**config.mk**
```make
export PLATFORM = sky130hd
export DESIGN_NAME = fpu_addsub_mc
export DESIGN_NICKNAME = d
export VERILOG_FILES = /design/src/rtl/fpu_addsub_mc.sv
export SDC_FILE = /design/constraint.sdc
export NUM_CORES = 1
export LEC_CHECK = 0
export ABC_AREA = 0
export BUFFER_PORTS_ARGS = -buffer_cell sky130_fd_sc_hd__buf_2
export CAP_MARGIN = 20
export CORE_ASPECT_RATIO = 1.2
export CORE_MARGIN = 5
export CORE_UTILIZATION = 49
export DETAILED_ROUTE_END_ITERATION = 7
export GPL_TIMING_DRIVEN = 0
export MAX_ROUTING_LAYER = met4
export PLACE_DENSITY = 0.77
export SYNTH_ARGS = -nofsm -noshare
export SYNTH_HDL_FRONTEND = slang
export SYNTH_SLANG_ARGS = --single-unit
export TNS_END_PERCENT = 5
```
**constraint.sdc**
```tcl
create_clock -name clk -period 4.1 [get_ports clk]
set_input_delay 0.82 -clock clk [delete_from_list [all_inputs] [get_ports clk]]
set_output_delay 0.82 -clock clk [all_outputs]
set_load 0.01 [all_outputs]
```
**src/rtl/fpu_addsub_mc.sv**
```systemverilog
// fpu_addsub_mc: multi-cycle adder/subtractor for the 1/7/24 custom float (bias 63).
// Define FPU_RNE_EN for round-to-nearest-even; the default build truncates.
module fpu_addsub_mc (
    input  logic        clk,
    input  logic        rst,
    input  logic        start,
    input  logic [31:0] op_a_in,
    input  logic [31:0] op_b_in,
    input  logic        op_sel,
    output logic        busy,
    output logic        done,
    output logic [31:0] data_out,
    output logic [3:0]  status_out
);
    localparam int unsigned EW  = 7;
    localparam int unsigned FW  = 24;
    localparam int unsigned MW  = FW + 1;
    localparam int unsigned XW  = MW + 3;
    localparam int unsigned SW  = XW + 1;
    localparam int unsigned XEW = 9;
    localparam logic [EW-1:0] EXP_MAX = 7'h7F;

    typedef enum logic [2:0] {S_IDLE, S_ALIGN, S_ADD, S_NORM, S_ROUND} state_t;

    state_t state_q, state_d;
    logic   cap_c, align_c, add_c, norm_c, round_c, busy_d, done_d;

    logic                  busy_q, done_q;
    logic [31:0]           data_q;
    logic [3:0]            status_q;
    logic                  big_s_q, sml_s_q, inf_q, inf_s_q, zero_q;
    logic [EW-1:0]         big_e_q, sml_e_q;
    logic [MW-1:0]         big_m_q, sml_m_q;
    logic [XW-1:0]         sml_x_q, norm_m_q;
    logic [SW-1:0]         sum_q;
    logic signed [XEW-1:0] exp_q;

    // FSM: state register
    always_ff @(posedge clk or negedge rst) begin
        if (!rst) state_q <= S_IDLE;
        else      state_q <= state_d;
    end

    // FSM: next state
    always_comb begin
        state_d = state_q;
        case (state_q)
            S_IDLE:  if (start) state_d = S_ALIGN;
            S_ALIGN: state_d = S_ADD;
            S_ADD:   state_d = S_NORM;
            S_NORM:  state_d = S_ROUND;
            S_ROUND: state_d = S_IDLE;
            default: state_d = S_IDLE;
        endcase
    end

    // FSM: stage enables and next values of the status flops
    always_comb begin
        cap_c   = 1'b0;
        align_c = 1'b0;
        add_c   = 1'b0;
        norm_c  = 1'b0;
        round_c = 1'b0;
        busy_d  = 1'b0;
        done_d  = 1'b0;
        case (state_q)
            S_IDLE:  begin cap_c = start; busy_d = start; end
            S_ALIGN: begin align_c = 1'b1; busy_d = 1'b1; end
            S_ADD:   begin add_c = 1'b1; busy_d = 1'b1; end
            S_NORM:  begin norm_c = 1'b1; busy_d = 1'b1; end
            S_ROUND: begin round_c = 1'b1; done_d = 1'b1; end
            default: ;
        endcase
    end

    // Unpack with flush-to-zero; B's sign is flipped for subtraction
    logic          a_s, b_s, a_inf, b_inf, swap_c;
    logic [EW-1:0] a_e, b_e;
    logic [MW-1:0] a_m, b_m;
    always_comb begin
        a_s    = op_a_in[31];
        b_s    = op_b_in[31] ^ op_sel;
        a_e    = op_a_in[30:24];
        b_e    = op_b_in[30:24];
        a_m    = (a_e == '0) ? '0 : {1'b1, op_a_in[FW-1:0]};
        b_m    = (b_e == '0) ? '0 : {1'b1, op_b_in[FW-1:0]};
        a_inf  = (a_e == EXP_MAX);
        b_inf  = (b_e == EXP_MAX);
        swap_c = ({b_e, b_m} > {a_e, a_m});
    end

    // Align: shifted-out bits collapse into the sticky position
    logic [EW-1:0] diff_c;
    logic [4:0]    sh_c;
    logic [XW-1:0] sx_c, shout_c, lost_c, aligned_c;
    always_comb begin
        diff_c    = big_e_q - sml_e_q;
        sh_c      = (diff_c > 7'd27) ? 5'd27 : diff_c[4:0];
        sx_c      = {sml_m_q, 3'b000};
        shout_c   = sx_c >> sh_c;
        lost_c    = sx_c & ~({XW{1'b1}} << sh_c);
        aligned_c = {shout_c[XW-1:1], shout_c[0] | (|lost_c)};
    end

    logic [SW-1:0] sum_c;
    always_comb begin
        if (big_s_q == sml_s_q) sum_c = {1'b0, big_m_q, 3'b000} + {1'b0, sml_x_q};
        else                    sum_c = {1'b0, big_m_q, 3'b000} - {1'b0, sml_x_q};
    end

    // Normalize: carry shifts right, otherwise leading-zero shift left
    logic [4:0]            lz_c;
    logic [XW-1:0]         norm_c_m;
    logic signed [XEW-1:0] exp_c;
    always_comb begin
        lz_c = 5'd0;
        for (int i = 0; i < int'(XW); i++)
            if (sum_q[i]) lz_c = 5'(int'(XW) - 1 - i);
        if (sum_q[SW-1]) begin
            norm_c_m = {sum_q[SW-1:2], sum_q[1] | sum_q[0]};
            exp_c    = $signed({2'b00, big_e_q}) + 9'sd1;
        end else begin
            norm_c_m = sum_q[XW-1:0] << lz_c;
            exp_c    = $signed({2'b00, big_e_q}) - $signed({4'b0000, lz_c});
        end
    end

    // Round and classify
    logic                  inc_c, inexact_c;
    logic [MW:0]           rnd_c;
    logic [FW-1:0]         frac_c;
    logic signed [XEW-1:0] exp_r_c;
    logic [31:0]           res_c;
    logic [3:0]            st_c;
    always_comb begin
        inexact_c = |norm_m_q[2:0];
`ifdef FPU_RNE_EN
        inc_c = norm_m_q[2] & (norm_m_q[1] | norm_m_q[0] | norm_m_q[3]);
`else
        inc_c = 1'b0;
`endif
        rnd_c = {1'b0, norm_m_q[XW-1:3]} + {{MW{1'b0}}, inc_c};
        if (rnd_c[MW]) begin
            frac_c  = rnd_c[FW:1];
            exp_r_c = exp_q + 9'sd1;
        end else begin
            frac_c  = rnd_c[FW-1:0];
            exp_r_c = exp_q;
        end
        if (inf_q) begin
            res_c = {inf_s_q, EXP_MAX, 24'h0};           st_c = 4'b0010;
        end else if (zero_q) begin
            res_c = 32'h0;                               st_c = 4'b0001;
        end else if (exp_r_c >= 9'sd127) begin
            res_c = {big_s_q, EXP_MAX, 24'h0};           st_c = 4'b0010;
        end else if (exp_r_c <= 9'sd0) begin
            res_c = {big_s_q, 31'h0};                    st_c = 4'b0100;
        end else begin
            res_c = {big_s_q, exp_r_c[EW-1:0], frac_c};
            st_c  = inexact_c ? 4'b1000 : 4'b0001;
        end
    end

    // Datapath and output registers
    always_ff @(posedge clk or negedge rst) begin
        if (!rst) begin
            busy_q <= 1'b0;  done_q <= 1'b0;  data_q <= '0;  status_q <= '0;
            big_s_q <= 1'b0; sml_s_q <= 1'b0; inf_q <= 1'b0; inf_s_q <= 1'b0;
            big_e_q <= '0;   sml_e_q <= '0;   big_m_q <= '0; sml_m_q <= '0;
            sml_x_q <= '0;   sum_q <= '0;     norm_m_q <= '0; exp_q <= '0;
            zero_q  <= 1'b0;
        end else begin
            busy_q <= busy_d;
            done_q <= done_d;
            if (cap_c) begin
                big_s_q <= swap_c ? b_s : a_s;
                big_e_q <= swap_c ? b_e : a_e;
                big_m_q <= swap_c ? b_m : a_m;
                sml_s_q <= swap_c ? a_s : b_s;
                sml_e_q <= swap_c ? a_e : b_e;
                sml_m_q <= swap_c ? a_m : b_m;
                inf_q   <= a_inf | b_inf;
                inf_s_q <= a_inf ? a_s : b_s;
            end
            if (align_c) sml_x_q <= aligned_c;
            if (add_c)   sum_q   <= sum_c;
            if (norm_c) begin
                norm_m_q <= norm_c_m;
                exp_q    <= exp_c;
                zero_q   <= (sum_q == '0);
            end
            if (round_c) begin
                data_q   <= res_c;
                status_q <= st_c;
            end
        end
    end

    assign busy       = busy_q;
    assign done       = done_q;
    assign data_out   = data_q;
    assign status_out = status_q;
endmodule

```
==> impl_metrics.toml, run 1 <==
[sta]
finalCritPeriodShare_pct = 98.3
fmax_ghz = 0.248
maxSlewHeadroom_pct = 18.6
hold_violations = 0
holdWs_ns = 0.116
period_needed_ns = 4.03
rsz0062_at_grt = "yes"
slew_violations = 0
skew_ns = 0.0224
setup_violations = 0
worstMarginPinSlew_ns = 1.22

[drt]
drc = 0
drt_iter0_drc = 1535
wl_per_cell_um = 23.4
drt-total-wl_um = 60000
vias = 16393
ant_nets = 0
viasPerCell = 6.40
dr.pass1.iters = 6

[synth]
ys_ff_latch = 203
synth_warnings = 0
ys_seq_area_share_pct = 31.7
synthArstFlopShare_pct = 100
yosys-top-cells-count = "nand2_1 (259), dfrtp_1 (203), o21ai_0 (192), nor2_1 (184), a21oi_1 (168)"
yosys.area.top_type = "dfrtp_1"
syn_area_per_cell_um2 = 8.02
ys.flop_type = "dfrtp_1"
syn-num-nets = 2165
syn_inst = 1999
syn_area_um2 = 16000
synth_top_area_share_pct = 31.7
synth_cell_types = 96
synth_area_leaders = "dfrtp_1 (32%), ha_1 (7.4%), nand2_1 (6.1%)"
synth.most_common_cell = "nand2_1"
synth-edff-count = 0

[grt]
grt_overflow_total = 0
antenna_found_initial = 0
grt_max_degree = 108
grt_pass1_wl_um = 92000
grt_pass1_vias = 15995
grtUsageTotal_pct = 32.7

[floorplanning]
initial_core_util_pct = 49.7
die_h_um = 208
die_w_um = 175
row_count = 72
die_area_um2 = 36500
num_io_pins = 106
coreArea_um2 = 32300

[hold_path]
hold_path_class = "in -> async"

[final_layout]
drive_gt1_share_pct = 13.1
nNetsFinal = 2306
antennaDiodeCount = 0
syn_to_final_growth_pct = 13.6
fillers = 3005

[clocking]
path_clk_slew_ns = 0.06
clk_latency_ns = 0.55
cts_tree = "yes"
cts_buffer_depth = 3
hold_buffers = 0
cts_root_buffer = "clkbuf_16"
clock-sinks = 203
htreeDepth = 1
numCtsBuffers = 23

[setup_path]
start_kind = "flop"
worstSetupPathType = "reg -> reg"
required_ns = 4.48
cp_slowest_cell = "nor2_1"
crit_buf_inv = 2
slowest_delay_ns = 0.66
reg2reg_from = "big_e_q[0]"
crit_path_end_kind = "flop"
crit_chain = "inv_2 -> ha_1 -> inv_1 -> fa_2 -> a211oi_2 -> o21bai_1 -> a21oi_4 -> xor2_4 -> nand3_1 -> nor2_1 -> o21ai_0 -> a31oi_1 -> a221oi_2"
regToRegSetupSlack_ns = 0.07
worstPathMaxFanout = 9
critPathTopFamily = "compound AO/OA/AOI/OAI gates"
r2r-end = "sml_x_q[1]"
crit_arrival_ns = 4.41
r2r_cells = 13

[placement]
portBuffers = 105
routabilityCongestion = 1.02
hpwl_um = 47100

[run_status]
status = "finished, final reports clean"

[run]
drv_cap = 0
[state kept, by name, indices dropped and copies added, names as in the netlist, 3 cells and up]
signal,flops
sml_m_q,25
norm_m_q,27
sml_e_q,7
exp_q,9
state_q,3
data_out,32
big_e_q,7
sum_q,29
sml_x_q,28
big_m_q,25
status_out,4
[how the worst max path moves through the flow]
stage | from | endpoint | depth (start not counted)
after floorplan | op_b_in[26] | big_e_q[6] | 17
after global placement | rst | sml_x_q[5] | 1
after detailed placement | op_b_in[26] | big_m_q[22] | 19
after CTS | op_b_in[26] | sml_m_q[10] | 19
after global routing | sum_q[12] | exp_q[7] | 17
final | big_e_q[0] | sml_x_q[1] | 13
[layout make-up]
cell class | instances | area [um2] | share of cell area (%)
plain buffers | 136 | 663 | 3.64
clock buffers | 32 | 649 | 3.56
clock inverters | 9 | 113 | 0.618
inverters | 110 | 415 | 2.28
multi-input cells | 1548 | 10100 | 55.5
flip-flops and latches | 203 | 5080 | 27.9
well taps | 407 | 509 | 2.79
repair buffers | 118 | 682 | 3.74
[layer usage]
metal	global-route usage, %	vias to the layer above	wire (um)
li1	-	7520	-
met4	20.5	0	4820
met1	36.2	7884	22000
met5	-	-	0
met2	56.2	751	29800
met3	3.49	238	3350
[what timing repair did]
action,in CTS,in global routing
setup endpoints to repair,79,81
endpoints found under the hold margin,0,0
buffers inserted,5,5
pin swaps,4,8
gates resized for setup,29,61
[worst register-to-register path: cells and delay by family (launching register included)]
| kind | cells | cell delay [ns] |
|---|---|---|
| xor+xnor | 1 | 0.29 |
| simple gates | 2 | 1.15 |
| flops | 1 | 0.46 |
| fa+ha+maj | 2 | 0.58 |
| buf+inv | 2 | 0.20 |
| compound gates | 6 | 1.18 |
[stage by stage]
step                util (%)  setup WS (ns)  instance area [um2]  std cells  setup TNS (ns)
global placement        52.9          -1.06                17100       2511         -256.22
floorplan                  -         0.0685                16000       1999               0
CTS                     55.8         0.0150                18000       2558               0
global route            56.5        -0.0472                18200       2563          -0.239
finish                  56.5         0.0684                18200       2563               0
detailed placement      53.2         -0.976                17100       2514          -50.71
[cells in the final DEF, fill, tap and decap left out, types with 40 or more instances in the layout]
master | synthesis | routed
nand2_1 | 259 | 257
clkbuf_1 | 103 | 89
a21oi_1 | 168 | 168
mux2i_1 | 85 | 85
ha_1 | 95 | 95
inv_1 | 106 | 105
buf_2 | 21 | 118
a31oi_1 | 41 | 40
o21ai_0 | 192 | 189
dfrtp_1 | 203 | 203
nor2_1 | 184 | 182
[logic make-up (layout without fill, tap and decap cells)]
group / Yosys count / in the layout / synth area share (%)
compound gates: 658 / 658 / 26.4
simple gates: 642 / 642 / 18.2
buf+inv: 248 / 405 / 6.32
flops: 203 / 203 / 31.7
mux: 106 / 106 / 6.87
fa+ha+maj: 98 / 98 / 7.79
xor+xnor: 44 / 44 / 2.71
Power of run 1 is not shown: default switching activity piles up to over one toggle a cycle in this logic, so the estimate is an artifact.
==> run 2: changes to the inputs <==
--- a/config.mk
+++ b/config.mk
@@ -13,7 +13,6 @@
 export CORE_UTILIZATION = 49
 export DETAILED_ROUTE_END_ITERATION = 7
 export GPL_TIMING_DRIVEN = 0
-export MAX_ROUTING_LAYER = met4
 export PLACE_DENSITY = 0.77
 export SYNTH_ARGS = -nofsm -noshare
 export SYNTH_HDL_FRONTEND = slang
==> run 2 against run 1 <==
Via count is 0.89% higher. Sequential share of layout area is 0.059 points lower. First-iteration DRC count is 1.8% higher. Die area stayed put. Count of clock-buffer cells in the layout stayed put. Cell count is 0.23% higher. Clock skew is 0.010 ns higher. Hold slack better by 0.16 ns. Wire length is 2.0% higher. Largest cell class unchanged. Highest routed layer is now met5.
==> impl_metrics.toml, run 2 (same netlist as run 1, synthesis figures left out) <==
[final_layout]
antennaDiodeCount = 0
final_common_cell = "nand2_1"
drive_gt1_share_pct = 13.5
nNetsFinal = 2315
syn_to_final_growth_pct = 13.9
largest_reg_flops = 32
finish.utilization_pct = 56.6
layout_common_cells = "nand2_1 (258), dfrtp_1 (203), o21ai_0 (192)"

[sta]
rsz0062_at_grt = "yes"
setup_violations = 0
slew_violations = 0
hold_violations = 0
period_needed_ns = 4.00
maxSlewHeadroom_pct = 32.4
holdWs_ns = 0.280
fmax_ghz = 0.250
worstMarginPinSlew_ns = 1.01
skew_ns = 0.0326
finalCritPeriodShare_pct = 97.5

[clocking]
htreeDepth = 1
cts_tree = "yes"
cts_buffer_depth = 3
clock-sinks = 203
clk_latency_ns = 0.56
cts_root_buffer = "clkbuf_16"
path_clk_slew_ns = 0.06
numCtsBuffers = 22

[drt]
ant_nets = 0
drt_iter0_drc = 1562
viasPerCell = 6.44
vias = 16539
drc = 0
wl_per_cell_um = 23.8
drt-total-wl_um = 61200
dr.pass1.iters = 5

[floorplanning]
initial_core_util_pct = 49.7
coreArea_um2 = 32300
num_io_pins = 106
die_w_um = 175
row_count = 72
die_h_um = 208
die_area_um2 = 36500

[placement]
hpwl_um = 47800
portBuffers = 105
routabilityCongestion = 0.971

[setup_path]
regToRegSetupSlack_ns = 0.10
start_kind = "flop"
worstPathMaxFanout = 10
r2r_cells = 13
crit_arrival_ns = 4.40
crit_path_end_kind = "flop"
worstSetupPathType = "reg -> reg"
reg2reg_from = "big_e_q[1]"
r2r-end = "sml_x_q[0]"
required_ns = 4.50

[grt]
antenna_found_initial = 1
grt_overflow_total = 0
grtUsageTotal_pct = 32.3
grt_pass1_wl_um = 93200
grt_max_degree = 117
grt_pass1_vias = 16194

[run_status]
status = "finished, final reports clean"

[hold_path]
hold_path_class = "in -> async"

[run]
drv_cap = 0
## run 2: changes by cell type in the layout (fill, tap and decap cells not counted), sizes merged
cell	delta
inv	-1
buf	+11
bufinv	-1
clkinv	-2
clkbuf	-1
## run 2: timing repair
| item | 4_1_cts | 5_1_grt |
|---|---|---|
| endpoints found under the setup margin | 81 | 89 |
| setup buffers | 13 | 6 |
| gates resized for setup | 32 | 59 |
| hold buffers | 0 | 0 |
| pin swaps | 6 | 7 |
## run 2: stage by stage
stage                     TNS, ns  instance area [um2]  instances  setup WS (ns)
after floorplan                 0                16000       1999         0.0685
after global placement    -263.04                17100       2511          -1.07
after detailed placement   -55.19                17100       2514          -1.05
after CTS                 -0.0163                18000       2562        -0.0163
after global routing       -0.104                18300       2569        -0.0456
final                           0                18300       2569          0.103
## run 2: how the worst max path moves through the flow
stage               slack, ns        start     endpoint  cells after the start
floorplan                0.07  op_b_in[26]   big_e_q[6]                     17
global placement        -1.07          rst   sml_x_q[9]                      1
detailed placement      -1.05  op_b_in[26]  big_m_q[22]                     19
CTS                     -0.02   big_e_q[0]  sml_x_q[19]                     16
global route            -0.05  op_b_in[26]   big_m_q[7]                     18
finish                   0.10   big_e_q[1]   sml_x_q[0]                     13
## run 2: area by class of cell
type / instances / area (um2)
buffer: 136 / 672
inverter: 110 / 415
multi-input combinational: 1548 / 10100
tap: 407 / 509
clock inverter: 5 / 77.6
timing repair buffer: 128 / 737
fill: 3017 / 14000
sequential: 203 / 5080
clock buffer: 32 / 638
## run 2: layer usage
layer	routed length [um]	up-vias	track usage [%]
met4	5210	2	22.2
met1	22300	7900	36.1
met5	13	-	0
met3	3810	272	4.52
li1	-	7540	-
met2	29900	825	56.6
## run 2: worst max-delay path: stages, from the launching register on
cell and delay [ns]:
dfrtp_1 0.58, ha_1 0.30, nor2b_1 0.15, o21ai_0 0.16, or3b_2 0.51, nand2b_1 0.11
clkbuf_1 0.44, and3_1 0.22, buf_2 0.23, nand3_2 0.25, o21ai_0 0.25, a31oi_1 0.13
nor4_1 0.39, o22ai_1 0.12
Power of run 2 is left out for the same reason.
==> run 3: changes to the inputs <==
--- a/config.mk
+++ b/config.mk
@@ -8,7 +8,7 @@
 export ABC_AREA = 0
 export BUFFER_PORTS_ARGS = -buffer_cell sky130_fd_sc_hd__buf_2
 export CAP_MARGIN = 20
-export CORE_ASPECT_RATIO = 1.2
+export CORE_ASPECT_RATIO = 0.8
 export CORE_MARGIN = 5
 export CORE_UTILIZATION = 49
 export DETAILED_ROUTE_END_ITERATION = 7
==> constraint.sdc (replaced) <==
create_clock -name clk -period 4.49 [get_ports clk]
set_input_delay 0.898 -clock clk [delete_from_list [all_inputs] [get_ports clk]]
set_output_delay 0.898 -clock clk [all_outputs]
set_load 0.01 [all_outputs]
==> run 3 against run 2 <==
Highest routed layer unchanged. Critical endpoint is now sml_x_q[2]. Design area shrank 1.7%. Global-route usage rose by 0.31 points. Via count is essentially flat. Fmax decreased by 9.3%. Sequential share of layout area is 0.49 points higher. Hold slack improved by 0.062 ns.
==> impl_metrics.toml, run 3 (same netlist as run 1, synthesis figures left out) <==
[clocking]
hold_buffers = 0
htreeDepth = 1
path_clk_slew_ns = 0.06
cts_buffer_depth = 3
cts_root_buffer = "clkbuf_16"
clock-sinks = 203
cts_tree = "yes"
clk_latency_ns = 0.53
cts_setup_buffers = 0
numCtsBuffers = 23

[setup_path]
crit_arrival_ns = 4.78
crit_path_end_kind = "flop"
critPathTopFamily = "compound AO/OA/AOI/OAI gates"
regToRegSetupSlack_ns = 0.08
required_ns = 4.87
r2r_cells = 15
crit_chain = "inv_1 -> ha_1 -> inv_1 -> fa_1 -> a21o_1 -> a21oi_1 -> xnor2_1 -> and4b_2 -> nor3_2 -> buf_2 -> a221oi_1 -> a21oi_1 -> a221oi_1 -> o21ai_0 -> a2bb2oi_1"
cp_slowest_cell = "a221oi_1"
crit_start = "big_e_q[0]"
worstSetupPathType = "reg -> reg"
worstPathMaxFanout = 10
crit_buf_inv = 3
start_kind = "flop"
slowest_delay_ns = 0.58
r2r-end = "sml_x_q[2]"
reg2reg_from = "big_e_q[0]"

[floorplanning]
row_count = 59
num_io_pins = 106
die_area_um2 = 36500
die_w_um = 212
initial_core_util_pct = 49.5
coreArea_um2 = 32400
die_h_um = 172

[grt]
grt_pass1_vias = 15664
grt_overflow_total = 0
grt_pass1_wl_um = 93100
grt_max_degree = 123
antenna_found_initial = 2
grtUsageTotal_pct = 32.6

[drt]
drc = 0
viasPerCell = 6.44
drt-total-wl_um = 60300
dr.pass1.iters = 6
drt_iter0_drc = 1994
wl_per_cell_um = 23.5
vias = 16547
ant_nets = 0

[placement]
portBuffers = 105
hpwl_um = 47800
post-place-ws_ns = -0.576
routabilityCongestion = 1.02

[sta]
setup_violations = 0
layout_setup_ws_ns = 0.0846
finalCritPeriodShare_pct = 98.1
hold_violations = 0
slew_violations = 0
skew_ns = 0.0210
period_needed_ns = 4.41
maxSlewHeadroom_pct = 24.1
rsz0062_at_grt = "yes"
worstMarginPinSlew_ns = 1.14
fmax_ghz = 0.227
holdWs_ns = 0.342

[final_layout]
nNetsFinal = 2295
drive_gt1_share_pct = 11.7
final_common_cell = "nand2_1"
largest_reg_flops = 32
syn_to_final_growth_pct = 11.9
fillers = 3073
antennaDiodeCount = 0
layout_common_cells = "nand2_1 (258), dfrtp_1 (203), o21ai_0 (191)"

[hold_path]
hold_path_class = "in -> async"

[run]
drv_cap = 0

[run_status]
status = "finished, final reports clean"
## run 3: worst max-delay path by stage
stage / cells past startpoint / slack [ns] / end
detailed placement: 19 / -0.58 / big_m_q[23]
floorplan: 17 / 0.38 / big_e_q[6]
finish: 15 / 0.08 / sml_x_q[2]
global placement: 1 / -0.67 / sml_x_q[0]
CTS: 14 / 0.02 / sml_x_q[0]
global route: 16 / -0.02 / exp_q[6]
## run 3: layout make-up
type / instances / area, um2 / area share, %
plain buffers: 136 / 614 / 3.42
clock buffers: 30 / 662 / 3.69
clock inverters: 8 / 73.8 / 0.411
inverters: 110 / 415 / 2.31
multi-input cells: 1548 / 10000 / 55.7
flip-flops and latches: 203 / 5080 / 28.3
well taps: 427 / 534 / 2.98
repair buffers: 107 / 571 / 3.18
## run 3: worst reg2reg max path: stages, from the launching register on
cell       delay [ns]
dfrtp_1          0.44
inv_1            0.16
ha_1             0.19
inv_1            0.06
fa_1             0.46
a21o_1           0.20
a21oi_1          0.20
xnor2_1          0.33
and4b_2          0.45
nor3_2           0.10
buf_2            0.25
a221oi_1         0.37
a21oi_1          0.09
a221oi_1         0.58
o21ai_0          0.23
a2bb2oi_1        0.17
## run 3: what timing repair did
item,4_1_cts,5_1_grt
pin swaps,0,1
endpoints found under the setup margin,7,70
gates resized for setup,4,42
## run 3: metal layers
layer | GRT usage (%) | wire length [um] | up-vias
met5 | 0 | 13 | -
met4 | 6.23 | 1230 | 2
met3 | 13.1 | 8400 | 109
met2 | 44.7 | 23500 | 947
met1 | 48.6 | 27200 | 8001
li1 | - | - | 7488
## run 3: stage by stage
step                cell area (um2)  setup TNS, ns  instances  util, %
finish                        17900              0       2569     55.4
global placement              17100        -156.72       2531     52.8
global route                  17900        -0.0698       2569     55.4
CTS                           17900              0       2571     55.2
detailed placement            17100         -25.08       2533     52.9
floorplan                     16000              0       1999        -
Power of run 3 is left out for the same reason.
